$ cat config.mk
export PLATFORM = sky130hd
export DESIGN_NAME = equation_round
export DESIGN_NICKNAME = d
export VERILOG_FILES = /design/src/rtl/mathrix_pkg.sv /design/src/rtl/go_edge_sync.sv /design/src/rtl/equation_round.sv
export SDC_FILE = /design/constraint.sdc
export NUM_CORES = 1
export LEC_CHECK = 0
export ABC_AREA = 1
export BUFFER_PORTS_ARGS = -buffer_cell sky130_fd_sc_hd__buf_2
export CAP_MARGIN = 40
export CORE_UTILIZATION = 53
export DETAILED_ROUTE_END_ITERATION = 12
export HOLD_SLACK_MARGIN = 0.1
export PLACE_DENSITY_LB_ADDON = 0.25
export SLEW_MARGIN = 20
export SYNTH_ARGS = -nofsm -noshare
export SYNTH_HDL_FRONTEND = slang
export SYNTH_SLANG_ARGS = --single-unit
export TNS_END_PERCENT = 10
$ cat constraint.sdc
create_clock -name Clock -period 1.4 [get_ports Clock]
set_input_delay 0.35 -clock Clock [delete_from_list [all_inputs] [get_ports Clock]]
set_output_delay 0.35 -clock Clock [all_outputs]
set_load 0.02 [all_outputs]
$ cat src/rtl/mathrix_pkg.sv
// mathrix_pkg: shared operator encodings, round states and defaults
package mathrix_pkg;
  localparam logic [1:0] OP_ADD = 2'd0;
  localparam logic [1:0] OP_SUB = 2'd1;
  localparam logic [1:0] OP_MUL = 2'd2;
  localparam int DEFAULT_MAX_TRIES = 3;
  typedef enum logic [2:0] {
    S_IDLE,
    S_LATCH,
    S_WAIT_GO,
    S_CHECK,
    S_DONE
  } round_state_t;
endpackage

$ cat src/rtl/go_edge_sync.sv
// go_edge_sync: two-flop synchronizer plus rising-edge detector for a raw key
module go_edge_sync (
  input  logic Clock,
  input  logic Reset,
  input  logic Din,
  output logic Rise
);
  logic meta_q, meta_d, sync_q, sync_d, prev_q, prev_d;
  // shift the raw key through the synchronizer and keep one cycle of history
  always_comb begin
    meta_d = Din;
    sync_d = meta_q;
    prev_d = sync_q;
  end
  // synchronizer and history registers
  always_ff @(posedge Clock or posedge Reset) begin
    if (Reset) begin
      meta_q <= 1'b0;
      sync_q <= 1'b0;
      prev_q <= 1'b0;
    end else begin
      meta_q <= meta_d;
      sync_q <= sync_d;
      prev_q <= prev_d;
    end
  end
  assign Rise = sync_q & ~prev_q;
endmodule

$ cat src/rtl/equation_round.sv
// equation_round: one math-problem round - derive operands, grade answers, report result
module equation_round
  import mathrix_pkg::*;
#(
  parameter int MAX_TRIES = DEFAULT_MAX_TRIES
) (
  input  logic       Clock,
  input  logic       Reset,
  input  logic       Start,
  input  logic [6:0] Seed,
  input  logic       Go,
  input  logic [7:0] DataIn,
  output logic [3:0] OperandA,
  output logic [3:0] OperandB,
  output logic [1:0] Op,
  output logic       Show,
  output logic       Correct,
  output logic       Done,
  output logic       Wrong,
  output logic [1:0] Tries
);
  localparam logic [1:0] MAX_T = 2'(MAX_TRIES);
  round_state_t state_q, state_d;
  logic [3:0] a_q, a_d, b_q, b_d;
  logic [1:0] op_q, op_d, tries_q, tries_d;
  logic [7:0] expected_q, expected_d, answer_q, answer_d;
  logic wrong_q, wrong_d, correct_q, correct_d, done_q, done_d;
  logic go_rise;
  go_edge_sync u_go (
    .Clock(Clock),
    .Reset(Reset),
    .Din  (Go),
    .Rise (go_rise)
  );
  function automatic logic [7:0] calc_expected(logic [3:0] a, logic [3:0] b, logic [1:0] op);
    logic [7:0] wa, wb;
    wa = {4'd0, a};
    wb = {4'd0, b};
    return op == OP_MUL ? wa * wb : op == OP_SUB ? (wa > wb ? wa - wb : wb - wa) : wa + wb;
  endfunction
  // next-state and datapath updates; abort on Start low wins over any Go edge or grade
  always_comb begin
    state_d    = state_q;
    a_d        = a_q;
    b_d        = b_q;
    op_d       = op_q;
    expected_d = expected_q;
    answer_d   = answer_q;
    wrong_d    = wrong_q;
    tries_d    = tries_q;
    correct_d  = 1'b0;
    done_d     = 1'b0;
    case (state_q)
      S_IDLE: state_d = Start ? S_LATCH : S_IDLE;
      S_LATCH:
        if (!Start) state_d = S_IDLE;
        else begin
          a_d        = Seed[6:3];
          b_d        = Seed[3:0];
          op_d       = Seed[1:0];
          expected_d = calc_expected(Seed[6:3], Seed[3:0], Seed[1:0]);
          wrong_d    = 1'b0;
          tries_d    = 2'd0;
          state_d    = S_WAIT_GO;
        end
      S_WAIT_GO:
        if (!Start) state_d = S_IDLE;
        else if (go_rise) begin
          answer_d = DataIn;
          state_d  = S_CHECK;
        end
      S_CHECK:
        if (!Start) state_d = S_IDLE;
        else if (answer_q == expected_q) begin
          correct_d = 1'b1;
          done_d    = 1'b1;
          state_d   = S_DONE;
        end else begin
          tries_d = tries_q + 2'd1;
          wrong_d = 1'b1;
          done_d  = tries_d == MAX_T;
          state_d = tries_d == MAX_T ? S_DONE : S_WAIT_GO;
        end
      S_DONE: state_d = Start ? S_DONE : S_IDLE;
      default: state_d = S_IDLE;
    endcase
  end
  // round state, operands, grading registers and result pulses
  always_ff @(posedge Clock or posedge Reset) begin
    if (Reset) begin
      state_q    <= S_IDLE;
      a_q        <= 4'd0;
      b_q        <= 4'd0;
      op_q       <= 2'd0;
      expected_q <= 8'd0;
      answer_q   <= 8'd0;
      wrong_q    <= 1'b0;
      tries_q    <= 2'd0;
      correct_q  <= 1'b0;
      done_q     <= 1'b0;
    end else begin
      state_q    <= state_d;
      a_q        <= a_d;
      b_q        <= b_d;
      op_q       <= op_d;
      expected_q <= expected_d;
      answer_q   <= answer_d;
      wrong_q    <= wrong_d;
      tries_q    <= tries_d;
      correct_q  <= correct_d;
      done_q     <= done_d;
    end
  end
  assign OperandA = a_q;
  assign OperandB = b_q;
  assign Op       = op_q;
  assign Show     = state_q == S_WAIT_GO;
  assign Correct  = correct_q;
  assign Done     = done_q;
  assign Wrong    = wrong_q;
  assign Tries    = tries_q;
endmodule

==> flow_summary.yaml <==
cts:
  cts_max_path_buffers: 2
  cts_tree: "built"
  clock_latency_ns: 0.28
  numCtsBuffers: 5
  clock_sinks: 34
  root_buffer: "clkbuf_8"
  clk_pin_slew_ns: 0.07
  cts.htree.levels: 2
min_path:
  hold_path_depth: 1
  hold_path_class: "input pin to register"
  hp-start: "Go"
  hold_end: "u_go.meta_q"
power_and_ir_drop:
  internal_power_w: 0.002710
  pwr-share-comb: 0.434
  net-switching-power_w: 0.001598
  p_leak_nw: 1.834
  power.density_nw_per_um2: 1340
  total_power_w: 0.004308
  p_sw_frac: 0.3709
  seqPwrFrac: 0.367
  power_frac_clock: 0.199
  irDropWorstVdd_mv: 0.8397
route:
  drcViolationCount: 3
  avgViaCountPerCell: 5.095
  detail_route.first_pass.iterations: 8
  drtIter0Drc: 112
  antenna_left: 0
  drt_wl_total_mm: 5.508
  post_drt_wl_per_cell_um: 12.81
  num_vias: 2191
global_route:
  grt_pass1_vias: 2266
  grt.overflow.total: 0
  grt_max_degree: 28
  gr-usage-all-layers: 0.2353
  antenna_found_initial: 0
  grt_pass1_wl_mm: 9.342
synthesis:
  ys_warn_count: 0
  yosys.area.top_type: "dfrtp_1"
  ys_seq_area_frac: 0.3371
  synthMostInstantiatedCell: "nand2_1"
  synth_area_leaders: "dfrtp_1, ha_1, nand2_1"
  dominantRegCellSynth: "dfrtp_1"
  synthDistinctLibCells: 29
  synth_fp_nets: 354
  synth_edf_count: 0
  netlist_area_um2: 2524
  avgSynthCellArea_um2: 8.329
  netlist_top_cells_count: "nand2_1, inv_1, dfrtp_1, ha_1, nand3_1"
  synth.ff_latch_count: 34
  syn_inst: 303
  synth_top_area_frac: 0.3371
  async_flop_share: 1.000
cells_and_area:
  drive_above_1_share: 0.3254
  nets: 428
  area.growth.synth_to_final_pct: 27.37
  antenna_cells: 0
  final_util: 0.7184
sta:
  fmax_mhz: 447.4
  finalSetupTns_ns: -4.420
  fin_crit_ns: 2.235
  rsz0062_at_grt: "yes"
  finalCritPeriodShare: 1.596
  final-setup-viol-count: 7
  worst_pin_slew_ns: 0.3338
  clock_skew_ns: 0.004911
  finalMaxSlewViolations: 0
  setup_ws_ns: -0.8350
  slew_headroom: 0.7772
  finalHoldViolCount: 0
floorplan:
  start_util: 0.5640
  io_pins: 35
  die_h_um: 71.01
  die_w_um: 71.01
  row_count: 24
  die_area_um2: 5042
  core_area_um2: 4474
run_status:
  violations: "DRC, setup timing"
  status: "finished with violations"
critical_path:
  r2r_end: "answer_q[0]"
  regToRegSetupSlack_ns: 0.05
  cp-end-kind: "register"
  cp.arrival_ns: 2.45
  reg2regPathDepth: 5
  path_class: "input pin to register"
  cp-start-kind: "input pin"
  rr_startpoint: "state_q[2]"
  critPathMaxFanout: 4
  required_ns: 1.62
placement:
  dpl.hpwl_mm: 4.338
  io_buffers: 34
  gp_congestion: 0.8897
  dpl_worst_slack_ns: -1.135
flow_run:
  drv_cap: 0
## logic make-up after synthesis
family                     synth area share
AOI/OAI and AO/OA                   0.07288
xor gates and xnor gates            0.03817
adders and majority gates            0.1795
buffers and inverters               0.08924
DFF                                  0.3371
muxes                               0.04760
and+or+nand+nor                      0.2355
## area by class of cell
cell class              count  area (um2)
fillers                   352        1260
inverters                  46       173.9
clock buffers               5       68.82
multi-input cells         216        1515
repair buffers             74       500.5
well taps                  52       65.06
clock inverters             3       40.04
flip-flops and latches     34       850.8
## state kept, by name (all words and copies together) (netlist names), 2 cells and up
signal and flops:
OperandB 3, expected_q 8, OperandA 4, answer_q 8, Tries 2, state_q 3
## critical path: stages
cell     delay, ns
buf_4         0.13
nand2_2       0.07
inv_2         0.04
fa_1          0.51
fa_1          0.46
fa_2          0.38
nand3_1       0.09
nand2_1       0.07
a21oi_1       0.12
o21ai_1       0.07
nand2_1       0.06
nand2_1       0.05
nand2_1       0.05
## power groups by stage
stage / combinational [W] / clock, W / sequential, W
after floorplan: 0.00115 / 0 / 0.00172
after global placement: 0.00173 / 0 / 0.00158
after detailed placement: 0.00179 / 0 / 0.00160
after CTS: 0.00182 / 0.000875 / 0.00158
after global routing: 0.00208 / 0.000910 / 0.00161
final: 0.00187 / 0.000856 / 0.00158
## worst max-delay path by stage
stage / start / endpoint / slack (ns) / depth (start not counted)
3_3_place_gp: Seed[4] / expected_q[6] / -1.08 / 13
4_1_cts: Seed[4] / expected_q[6] / -0.83 / 13
3_5_place_dp: Seed[4] / expected_q[6] / -1.13 / 13
2_1_floorplan: Seed[4] / expected_q[6] / -0.87 / 12
6_report: Seed[4] / expected_q[6] / -0.83 / 13
5_1_grt: Seed[2] / expected_q[6] / -0.92 / 13
## metrics by stage
step | cell area, um2 | cells | hold WS (ns)
2_1_floorplan | 2541 | 303 | 0.3312
3_3_place_gp | 3043 | 421 | 0.3138
3_5_place_dp | 3043 | 421 | 0.3200
4_1_cts | 3169 | 430 | 0.1689
5_1_grt | 3214 | 430 | 0.1563
6_report | 3214 | 430 | 0.1778
## routing by layer
layer	up-vias	global-route usage	share of wire
met2	44	0.4338	0.51
met4	0	0.06667	0.011
met5	-	0	0
met3	7	0.04274	0.029
met1	1031	0.2798	0.45
li1	1109	-	-
## placed cells by master, fill, tap and decap left out, types with 2 or more instances in the layout
cell,n
mux2_4,8
a31oi_1,2
nand3_2,6
nor2_2,2
inv_1,37
xnor2_1,7
o21ai_1,5
buf_4,38
ha_1,20
fa_1,6
nand4_1,3
nand2_1,73
dfrtp_1,34
clkinv_2,3
nand2_2,7
nand3_1,20
o21ai_0,13
buf_12,2
inv_2,8
clkbuf_8,5
xor2_1,4
a21oi_1,13
nor2_1,14
buf_2,33
nand2_4,2
ha_4,4
## timing repair
action | 4_1_cts | 5_1_grt
buffers inserted | 0 | 0
endpoints found under the setup margin | 8 | 13
endpoints found under the hold margin | 7 | 0
pin swaps | 4 | 3
hold buffers | 1 | 0
gates resized for setup | 4 | 7
(Power assumes the default switching activity.)
